==> src/rtl/cpu_pkg.sv <==
// Shared CPU definitions used by the fetch stage: instruction constants,
// exception cause codes, the default reset PC and the fetch FSM encoding.
package cpu_pkg;

  // Canonical RISC-V NOP (addi x0, x0, 0) used for bubbles and exception slots
  localparam logic [31:0] NOP_INSTR = 32'h0000_0013;

  // Fetch exception causes
  localparam logic [3:0] EXC_INSTR_MISALIGNED   = 4'd0;
  localparam logic [3:0] EXC_INSTR_ACCESS_FAULT = 4'd1;

  localparam logic [63:0] DEFAULT_RESET_PC = 64'h0000_0000_0000_0000;

  // Fetch FSM encoding
  localparam logic [0:0] FETCH_RUN       = 1'b0;
  localparam logic [0:0] FETCH_TRAP_WAIT = 1'b1;

endpackage

==> src/rtl/fetch_stage_if.sv <==
// IF/ID handshake bundle: fetch (master) produces entries, decode (slave) accepts.
interface fetch_if #(
  parameter int XLEN = 64
);

  logic            id_valid;
  logic            id_ready;
  logic [XLEN-1:0] id_pc;
  logic [31:0]     id_instr;
  logic            id_exc_en;
  logic [3:0]      id_exc_code;
  logic [XLEN-1:0] id_exc_val;

  modport master (
    output id_valid, id_pc, id_instr, id_exc_en, id_exc_code, id_exc_val,
    input  id_ready
  );

  modport slave (
    input  id_valid, id_pc, id_instr, id_exc_en, id_exc_code, id_exc_val,
    output id_ready
  );

endinterface

==> src/rtl/fetch_stage_if_id_reg.sv <==
// IF/ID pipeline register: one entry with valid/ready handshake and flush.
// Priority: reset > flush > load > drain-on-transfer. Payload is held on flush.
module if_id_reg
  import cpu_pkg::*;
#(
  parameter int XLEN = 64
) (
  input  logic            clk,
  input  logic            rst_n,
  input  logic            flush_i,
  input  logic            load_i,
  input  logic [XLEN-1:0] pc_i,
  input  logic [31:0]     instr_i,
  input  logic            exc_en_i,
  input  logic [3:0]      exc_code_i,
  input  logic [XLEN-1:0] exc_val_i,
  input  logic            ready_i,
  output logic            valid_o,
  output logic [XLEN-1:0] pc_o,
  output logic [31:0]     instr_o,
  output logic            exc_en_o,
  output logic [3:0]      exc_code_o,
  output logic [XLEN-1:0] exc_val_o
);

  logic            valid_q, valid_d;
  logic [XLEN-1:0] pc_q, pc_d;
  logic [31:0]     instr_q, instr_d;
  logic            exc_en_q, exc_en_d;
  logic [3:0]      exc_code_q, exc_code_d;
  logic [XLEN-1:0] exc_val_q, exc_val_d;

  // Next-entry selection: flush discards, load captures, transfer drains
  always_comb begin
    // NOTE: every signal gets a default first so no path leaves it unassigned (no latch).
    valid_d    = valid_q;
    pc_d       = pc_q;
    instr_d    = instr_q;
    exc_en_d   = exc_en_q;
    exc_code_d = exc_code_q;
    exc_val_d  = exc_val_q;
    if (flush_i) begin
      valid_d = 1'b0;
    end else if (load_i) begin
      valid_d    = 1'b1;
      pc_d       = pc_i;
      instr_d    = instr_i;
      exc_en_d   = exc_en_i;
      exc_code_d = exc_code_i;
      exc_val_d  = exc_val_i;
    end else if (valid_q && ready_i) begin
      valid_d = 1'b0;
    end
  end

  // Entry storage with synchronous reset to an empty NOP slot
  always_ff @(posedge clk) begin
    // NOTE: state uses non-blocking assignment so all registers update together at the edge.
    if (!rst_n) begin
      valid_q    <= 1'b0;
      pc_q       <= '0;
      instr_q    <= NOP_INSTR;
      exc_en_q   <= 1'b0;
      exc_code_q <= '0;
      exc_val_q  <= '0;
    end else begin
      valid_q    <= valid_d;
      pc_q       <= pc_d;
      instr_q    <= instr_d;
      exc_en_q   <= exc_en_d;
      exc_code_q <= exc_code_d;
      exc_val_q  <= exc_val_d;
    end
  end

  assign valid_o    = valid_q;
  assign pc_o       = pc_q;
  assign instr_o    = instr_q;
  assign exc_en_o   = exc_en_q;
  assign exc_code_o = exc_code_q;
  assign exc_val_o  = exc_val_q;

endmodule

==> src/rtl/fetch_stage.sv <==
// Instruction fetch stage: owns the PC, drives the instruction memory and
// fills the IF/ID register. A fetch exception freezes fetch until redirect.
// Optional macro FETCH_MISALIGN_CHK_EN: raise a misaligned-fetch exception
// when pc_q[1:0] != 0 (takes priority over the memory's exception).
module fetch_stage
  import cpu_pkg::*;
#(
  parameter int              XLEN     = 64,
  parameter logic [XLEN-1:0] RESET_PC = DEFAULT_RESET_PC
) (
  input  logic             clk,
  input  logic             rst_n,
  output logic [XLEN-1:0]  imem_pc_addr,
  input  logic [31:0]      imem_instruction,
  input  logic             imem_exc_en,
  input  logic [3:0]       imem_exc_code,
  input  logic [XLEN-1:0]  imem_exc_val,
  input  logic             redirect_en,
  input  logic [XLEN-1:0]  redirect_pc,
  fetch_if.master          id
);

  logic [XLEN-1:0] pc_q, pc_d;
  logic [0:0]      state_q, state_d;

  logic            load;
  logic            exc_hit;
  logic [3:0]      exc_code;
  logic [XLEN-1:0] exc_val;
  logic [31:0]     load_instr;

  assign imem_pc_addr = pc_q;
  assign load = (state_q == FETCH_RUN) && (!id.id_valid || id.id_ready);

  // Fetch exception source for the current PC
  always_comb begin
`ifdef FETCH_MISALIGN_CHK_EN
    if (pc_q[1:0] != 2'b00) begin
      exc_hit  = 1'b1;
      exc_code = EXC_INSTR_MISALIGNED;
      exc_val  = pc_q;
    end else begin
      exc_hit  = imem_exc_en;
      exc_code = imem_exc_code;
      exc_val  = imem_exc_val;
    end
`else
    exc_hit  = imem_exc_en;
    exc_code = imem_exc_code;
    exc_val  = imem_exc_val;
`endif
  end

  assign load_instr = exc_hit ? NOP_INSTR : imem_instruction;

  // PC and FSM next state: redirect > load (advance or trap)
  always_comb begin
    pc_d    = pc_q;
    state_d = state_q;
    if (redirect_en) begin
      pc_d    = redirect_pc;
      state_d = FETCH_RUN;
    end else if (load) begin
      if (exc_hit) state_d = FETCH_TRAP_WAIT;
      else         pc_d    = pc_q + XLEN'(4);
    end
  end

  // PC and FSM registers
  always_ff @(posedge clk) begin
    if (!rst_n) begin
      pc_q    <= RESET_PC;
      state_q <= FETCH_RUN;
    end else begin
      pc_q    <= pc_d;
      state_q <= state_d;
    end
  end

  if_id_reg #(.XLEN(XLEN)) u_if_id_reg (
    .clk        (clk),
    .rst_n      (rst_n),
    .flush_i    (redirect_en),
    .load_i     (load),
    .pc_i       (pc_q),
    .instr_i    (load_instr),
    .exc_en_i   (exc_hit),
    .exc_code_i (exc_code),
    .exc_val_i  (exc_val),
    .ready_i    (id.id_ready),
    .valid_o    (id.id_valid),
    .pc_o       (id.id_pc),
    .instr_o    (id.id_instr),
    .exc_en_o   (id.id_exc_en),
    .exc_code_o (id.id_exc_code),
    .exc_val_o  (id.id_exc_val)
  );

endmodule

==> src/flat_wrapper.sv <==
// flat-port wrapper written by rule: the top's interface ports become plain ports
module fetch_stage_flat import cpu_pkg::*;
#(
  parameter int              XLEN     = 64,
  parameter logic [XLEN-1:0] RESET_PC = DEFAULT_RESET_PC
)
  (clk, rst_n, imem_pc_addr, imem_instruction, imem_exc_en, imem_exc_code, imem_exc_val, redirect_en, redirect_pc, id_id_valid, id_id_pc, id_id_instr, id_id_exc_en, id_id_exc_code, id_id_exc_val, id_id_ready);
  fetch_if #(.XLEN(XLEN)) id_i ();
  input  logic clk;
  input  logic rst_n;
  output logic [XLEN-1:0] imem_pc_addr;
  input  logic [31:0] imem_instruction;
  input  logic imem_exc_en;
  input  logic [3:0] imem_exc_code;
  input  logic [XLEN-1:0] imem_exc_val;
  input  logic redirect_en;
  input  logic [XLEN-1:0] redirect_pc;
  output wire logic [$bits(id_i.id_valid)-1:0] id_id_valid;
  output wire logic [$bits(id_i.id_pc)-1:0] id_id_pc;
  output wire logic [$bits(id_i.id_instr)-1:0] id_id_instr;
  output wire logic [$bits(id_i.id_exc_en)-1:0] id_id_exc_en;
  output wire logic [$bits(id_i.id_exc_code)-1:0] id_id_exc_code;
  output wire logic [$bits(id_i.id_exc_val)-1:0] id_id_exc_val;
  input wire logic [$bits(id_i.id_ready)-1:0] id_id_ready;
  assign id_id_valid = id_i.id_valid;
  assign id_id_pc = id_i.id_pc;
  assign id_id_instr = id_i.id_instr;
  assign id_id_exc_en = id_i.id_exc_en;
  assign id_id_exc_code = id_i.id_exc_code;
  assign id_id_exc_val = id_i.id_exc_val;
  assign id_i.id_ready = id_id_ready;
  fetch_stage #(.XLEN(XLEN), .RESET_PC(RESET_PC)) u_core (.clk(clk), .rst_n(rst_n), .imem_pc_addr(imem_pc_addr), .imem_instruction(imem_instruction), .imem_exc_en(imem_exc_en), .imem_exc_code(imem_exc_code), .imem_exc_val(imem_exc_val), .redirect_en(redirect_en), .redirect_pc(redirect_pc), .id(id_i));
endmodule
==> config.mk <==
export PLATFORM = sky130hd
export DESIGN_NAME = fetch_stage_flat
export DESIGN_NICKNAME = d
export VERILOG_FILES = /design/src/rtl/cpu_pkg.sv /design/src/rtl/fetch_stage_if.sv /design/src/rtl/fetch_stage_if_id_reg.sv /design/src/rtl/fetch_stage.sv /design/src/flat_wrapper.sv
export SDC_FILE = /design/constraint.sdc
export NUM_CORES = 1
export LEC_CHECK = 0
export BUFFER_PORTS_ARGS = -buffer_cell sky130_fd_sc_hd__buf_2
export CAP_MARGIN = 0
export CORE_AREA = 10 10 162 164
export CTS_BUF_LIST = sky130_fd_sc_hd__clkbuf_2
export DETAILED_ROUTE_END_ITERATION = 10
export DIE_AREA = 0 0 172 174
export GPL_TIMING_DRIVEN = 0
export PLACE_DENSITY = 0.73
export SLEW_MARGIN = 30
export SYNTH_ARGS = -nofsm -noshare
export SYNTH_HDL_FRONTEND = slang
export SYNTH_SLANG_ARGS = --single-unit
export TNS_END_PERCENT = 30
==> constraint.sdc <==
create_clock -name clk -period 2.55 [get_ports clk]
set_clock_uncertainty 0.05 [all_clocks]
set_input_delay 0.255 -clock clk [delete_from_list [all_inputs] [get_ports clk]]
set_output_delay 0.255 -clock clk [all_outputs]
set_load 0.005 [all_outputs]
# ---- Word level (Yosys, flattened, before mapping)
# Cells that the tools add are included.
dict set report totals {
  regBits 231
  input_bits 169
  out_inout_bits 230
  wordCells 29
}
dict set report classes {
  add_sub_neg 1
  eq_ne 1
  muxes 6
  bitwise 3
  n_reduce_logical 10
}
# operator n
set op_table {}
lappend op_table {{two-way mux 64 bit} 3}
lappend op_table {{adder 64 x 3 -> 64 bit (second input constant)} 1}
lappend op_table {{two-way mux 32 bit} 1}
lappend op_table {{AND reduction 2 bit} 3}
lappend op_table {{nonzero test 2 bit} 2}
lappend op_table {{NOT 1 bit} 3}
lappend op_table {{logical AND 1 bit} 2}
lappend op_table {{two-way mux 1 bit} 2}
lappend op_table {{!= test 2 x 1 -> 1 bit (second input constant)} 1}
lappend op_table {{OR reduction 2 bit} 1}
lappend op_table {{zero test 1 bit} 1}
lappend op_table {{logical OR 1 bit} 1}

# ---- Depth between registers and ports, before layout
dict set report logic_depth {
  ltp_word 5
  depth_mapped 8
}

# ---- Cells and area by module
# A second synthesis with hierarchy kept.
dict set report unflattened {
  hier_cells 1225
  area_unflattened_um2 10722.8
}
# mod n_inst cells_each area_per_inst_um2
set modules_own_cells {}
lappend modules_own_cells {if_id_reg 1 720 6730.2}
lappend modules_own_cells {fetch_stage 1 505 3992.6}

# ---- Worst setup path after synthesis
# No wires, ideal clock.
dict set report synth_timing {
  path_type {reg-to-reg}
  startpoint {register u_core.pc_q[2] (netlist: u_core.imem_pc_addr[2])}
  endpoint {register u_core.pc_q[42] (netlist: u_core.imem_pc_addr[42])}
  setup_ns 0.122
  arrival_time_ns 1.968
  slack_ns 0.410
  stages_incl_launch_ff 8
  path_buffers 1
  synth_period_minus_slack_ns 2.140
  cell_sequence {dfxtp_1 -> ha_1 -> nand3_1 -> nor4_4 -> nand4_1 -> buf_2 -> o21a_1 -> o311a_1}
}
dict set report synth_via {
  elab_chain_cells 4
}
# item line_no
set synth_rtl {}
lappend synth_rtl {{start, declared} fetch_stage.sv:23} ;# logic [XLEN-1:0] pc_q, pc_d;
lappend synth_rtl {{start signal, assigned} fetch_stage.sv:75} ;# pc_q <= pc_d;
lappend synth_rtl {{adder 64 x 3 -> 64 bit} fetch_stage.sv:65} ;# else pc_d = pc_q + XLEN'(4);
lappend synth_rtl {{two-way mux 64 bit} fetch_stage.sv:64} ;# if (exc_hit) state_d = FETCH_TRAP_WAIT;
lappend synth_rtl {{two-way mux 64 bit} fetch_stage.sv:63} ;# end else if (load) begin
lappend synth_rtl {{two-way mux 64 bit} fetch_stage.sv:60} ;# if (redirect_en) begin
# Every way passes these cells. The select of a mux whose other input is x is not followed.
# A chain may end at the register's enable or synchronous reset.

# ---- Worst setup path after layout
dict set report layout_timing {
  startpoint {input redirect_en}
  endpoint {register u_core.pc_q[49] (netlist: u_core.imem_pc_addr[49])}
}
dict set report layout_via {
  elab_chain_cells 2
  word_cells_on_any_way 4
  cone_classes {1 x eq/ne; 1 x mux; 2 x reduce/logical}
}
# item line_no
set layout_rtl {}
lappend layout_rtl {{start, declared} flat_wrapper.sv:16} ;# input logic redirect_en;
lappend layout_rtl {{!= test 2 x 1 -> 1 bit (no source line) / nonzero test 2 bit (equally long branches)} --}
lappend layout_rtl {{AND reduction 2 bit (no source line)} --}
# Several ways; a longest one is shown, not always the timed one.

==> metrics.csv <==
stage,metric,value,unit
floorplan,die span in y,174,um
place,IO buf count,398,
clock_tree,H-tree levels,2,
critical_path,r2r startpoint,u_core.imem_pc_addr[2]$_SDFFE_PN0P_,
clock_tree,Worst-Skew Late Latency,0.88,ns
route,DR WL/cell,20.2,um
timing,max frequency,0.408,GHz
floorplan,chip width,172,um
place,dpl hpwl,30400,um
power,Tot Pwr,7.72,mW
logic_synthesis,cells after synthesis,1163,
logic_synthesis,sequential share of the synthesized area,46.4,%
layout,fin nets,1966,
layout,final core utilization,63.0,%
hold_path,Worst Hold Path EP,u_core.imem_pc_addr[8]$_SDFFE_PN0P_,
layout,layout cells sized above 1,28.8,%
floorplan,CORE AREA,0.0231,mm^2
layout,number of fill cells,1991,
logic_synthesis,"Avg Cell Area, Syn",8.57,um^2
critical_path,Worst R2R Path Depth,7,
route,drt pass-1 iters,5,
clock_tree,"Setup Fix Bufs, Post-CTS",0,
critical_path,reg-to-reg endpoint,u_core.imem_pc_addr[42]$_SDFFE_PN0P_,
timing,unrepaired setup endpoints after global routing,yes,
run_status,status,completed,
logic_synthesis,synth warn,0,
logic_synthesis,post-synth cell types,62,
place,GP Congestion,0.918,
floorplan,die footprint,0.0299,mm^2
power,Power Dens Cells,529,mW/mm^2
route,Post-route DRC,0,
critical_path,WP data arrival,3.22,ns
clock_tree,Sink Count,231,
global_route,GR Overflow Total,0,
hold_path,Hold Crit Depth,6,
critical_path,Critical Path Start Type,input port,
floorplan,FP Rows,56,
logic_synthesis,syn_nets,1333,
place,placed cells,1851,
critical_path,kind of critical path,input port to flip-flop,
logic_synthesis,Syn Std Cell Area,0.00996,mm^2
critical_path,reg2reg setup slack,0.11,ns
clock_tree,CTS Buffer Depth,3,
timing,Final Hold Vio Count,0,
floorplan,Initial Util,43.1,%
critical_path,Critical Path End Type,flip-flop,
route,M1 wire length,16300,um
route,metal2 WL,20400,um
route,top sig layer,met4,
clock_tree,CTS tree,done,
route,Vias/cell,5.43,
route,final WL,43000,um
clock_tree,Worst-path clk slew,0.12,ns
clock_tree,clock tree root buffer cell,clkbuf_2,
global_route,initial antenna violation count,10,
timing,fin crit period,2.45,ns
place,DP Worst Slack,-0.179,ns
logic_synthesis,"Async S/R FF share, synth",0,%
hold_path,Hold Crit Start,id_id_ready,
global_route,vias in the first global route,11600,
logic_synthesis,Post-synth EDFFs,0,
logic_synthesis,Synth Flop Type,dfxtp_1,
critical_path,Critical Path Fanout Max,10,
route,DR WL met3,4160,um
global_route,largest net degree at the start of global routing,15,
clock_tree,CTS Buf Count,59,
timing,Final period util,96.2,%
global_route,GRT Overall Usage,27.1,%
timing,worst setup margin,0.0964,ns
critical_path,"Req. time, crit path",3.31,ns
timing,max-slew violations,0,
route,vias,11600,
floorplan,# IOs,399,
layout,Area Overhead vs Synth,46.2,%
logic_synthesis,Yosys reg bits,231,
layout,fin cells,2132,
timing,Tightest Pin Transition,1.00,ns
run,max-cap violations,0,
route,violation count after the first detailed-routing iteration,917,
hold_path,worst hold path class,input port to flip-flop,
route,remaining antenna violation count,0,
power,"IR drop worst, VDD",0.314,mV
timing,Max-slew headroom,33.1,%
global_route,first-pass GRT wire length,64700,um
power,cell leakage power,6.56,nW
timing,final setup violation count,0,
timing,setup TNS,0,ns
-- power breakdown --
group / total, mW / switching, mW / internal, mW / leakage [nW]
sequential: 4.03 / 0.217 / 3.81 / 1.90
combinational: 1.28 / 0.646 / 0.629 / 4.28
clock: 2.41 / 1.53 / 0.879 / 0.382
-- state kept, by name (all words and copies together) (netlist names) --
signal and flops:
u_core.imem_pc_addr 64, u_core.u_if_id_reg.exc_val_o 64, u_core.u_if_id_reg.exc_code_o 4, u_core.u_if_id_reg.pc_o 64, u_core.state_q 1, u_core.u_if_id_reg.valid_o 1
u_core.u_if_id_reg.exc_en_o 1, u_core.u_if_id_reg.instr_o 32
-- worst max-delay path by stage --
stage	from	to	slack, ns	cells after the start
after detailed placement	redirect_en	u_core.u_if_id_reg.pc_o[2]$_SDFFE_PN0P_	-0.18	8
final	redirect_en	u_core.imem_pc_addr[49]$_SDFFE_PN0P_	0.1	8
after floorplan	u_core.imem_pc_addr[2]$_SDFFE_PN0P_	u_core.imem_pc_addr[42]$_SDFFE_PN0P_	0.41	7
after global routing	u_core.imem_pc_addr[2]$_SDFFE_PN0P_	u_core.imem_pc_addr[42]$_SDFFE_PN0P_	-0.04	7
after CTS	u_core.imem_pc_addr[2]$_SDFFE_PN0P_	u_core.imem_pc_addr[42]$_SDFFE_PN0P_	0.10	7
after global placement	redirect_en	u_core.u_if_id_reg.pc_o[16]$_SDFFE_PN0P_	-0.16	8
-- metrics by stage --
step           instance area (um^2)  hold WS [ns]
2_1_floorplan                  9960         0.329
6_report                      14600         0.109
5_1_grt                       14600        0.0897
4_1_cts                       14500        0.0594
3_3_place_gp                  12300         0.398
3_5_place_dp                  12300         0.403
-- synthesized netlist by cell type, types with 2 or more instances --
cell type | count | area share (%)
nor4_2 | 2 | 0.25
mux2i_1 | 5 | 0.50
a21oi_1 | 16 | 0.80
nand4_1 | 29 | 1.8
and2_1 | 11 | 0.69
nor3_1 | 13 | 0.65
clkbuf_1 | 67 | 2.5
o21a_1 | 2 | 0.15
o22ai_1 | 3 | 0.19
dfxtp_1 | 231 | 46
nand3_1 | 29 | 1.5
and3_1 | 14 | 0.88
nor2_1 | 10 | 0.38
o311a_1 | 5 | 0.50
o31a_1 | 3 | 0.26
nand2b_1 | 16 | 1.0
a32oi_1 | 2 | 0.18
nand2_1 | 300 | 11
a31o_2 | 2 | 0.18
o21ai_0 | 48 | 2.4
inv_1 | 7 | 0.26
xnor2_1 | 11 | 0.97
nor2b_1 | 24 | 1.5
and4_1 | 11 | 0.97
or3_1 | 5 | 0.31
o31ai_1 | 11 | 0.83
a21boi_0 | 132 | 9.9
a31oi_1 | 13 | 0.82
or4_1 | 11 | 0.83
a22o_1 | 16 | 1.4
nor4_1 | 9 | 0.57
nor2_2 | 2 | 0.13
buf_1 | 3 | 0.11
nor4b_1 | 2 | 0.18
buf_4 | 2 | 0.15
a311oi_1 | 11 | 0.97
nor3b_1 | 4 | 0.30
a22oi_1 | 14 | 1.1
o211a_1 | 14 | 1.4
buf_2 | 16 | 0.80
nand4_4 | 2 | 0.43
xor2_1 | 15 | 1.3
-- final cells by class --
cell class / count / area, um^2 / area share (%)
tap: 290 / 363 / 2.49
clock inverter: 12 / 48.8 / 0.335
antenna: 10 / 25.0 / 0.172
clock buffer: 85 / 425 / 2.92
inverter: 7 / 26.3 / 0.180
timing repair buffer: 572 / 3730 / 25.6
buffer: 89 / 375 / 2.58
multi-input combinational: 836 / 4950 / 34.0
sequential: 231 / 4620 / 31.7
-- routing by layer --
layer	GRT usage, %	vias to the layer above
li1	-	5401
met1	30.5	5358
met2	45.2	663
met3	7.63	154
met4	14.1	0
met5	0	-
-- cell families after synthesis --
| group | Yosys count | share of synthesized area (%) |
|---|---|---|
| buf+inv | 96 | 3.97 |
| simple gates | 505 | 24.9 |
| fa+ha+maj | 1 | 0.126 |
| compound gates | 299 | 21.8 |
| flops | 231 | 46.4 |
| xor+xnor | 26 | 2.29 |
| mux | 5 | 0.502 |
-- cells in the final DEF, fill, tap and decap left out, types with 4 or more instances in the layout --
master / instances
a21oi_1: 16
buf_2: 414
o31ai_1: 11
nor2_1: 10
dlygate4sd3_1: 174
xor2_1: 15
nor3_1: 13
a22oi_1: 14
o311a_1: 5
o211a_1: 14
mux2i_1: 5
nand4_1: 29
nor3b_1: 4
nand2_1: 300
nor2b_1: 24
nand3_1: 28
clkbuf_2: 90
xnor2_1: 11
a22o_1: 16
a31oi_1: 13
nor4_1: 9
inv_1: 7
o21ai_0: 48
and4_1: 11
diode_2: 10
clkbuf_1: 64
or4_1: 11
nand2b_1: 16
and2_1: 11
a311oi_1: 11
a21boi_0: 132
or3_1: 5
dfxtp_1: 231
clkinv_1: 8
and3_1: 14
-- worst max-delay path, stage by stage --
cell	delay, ns
dlygate4sd3_1	0.56
buf_2	0.14
clkbuf_1	0.39
clkbuf_1	0.47
buf_1	0.52
a32oi_1	0.19
dlygate4sd3_1	0.61
nand3_1	0.08
-- what timing repair did --
item | CTS | global route
resized for setup | 3 | 4
endpoints found under the hold margin | 166 | 0
hold buffers | 174 | 0
pin swaps | 1 | 0
cloned | 0 | 0
setup endpoints to repair | 63 | 15
Note: power is estimated with default switching activity, not from simulation.
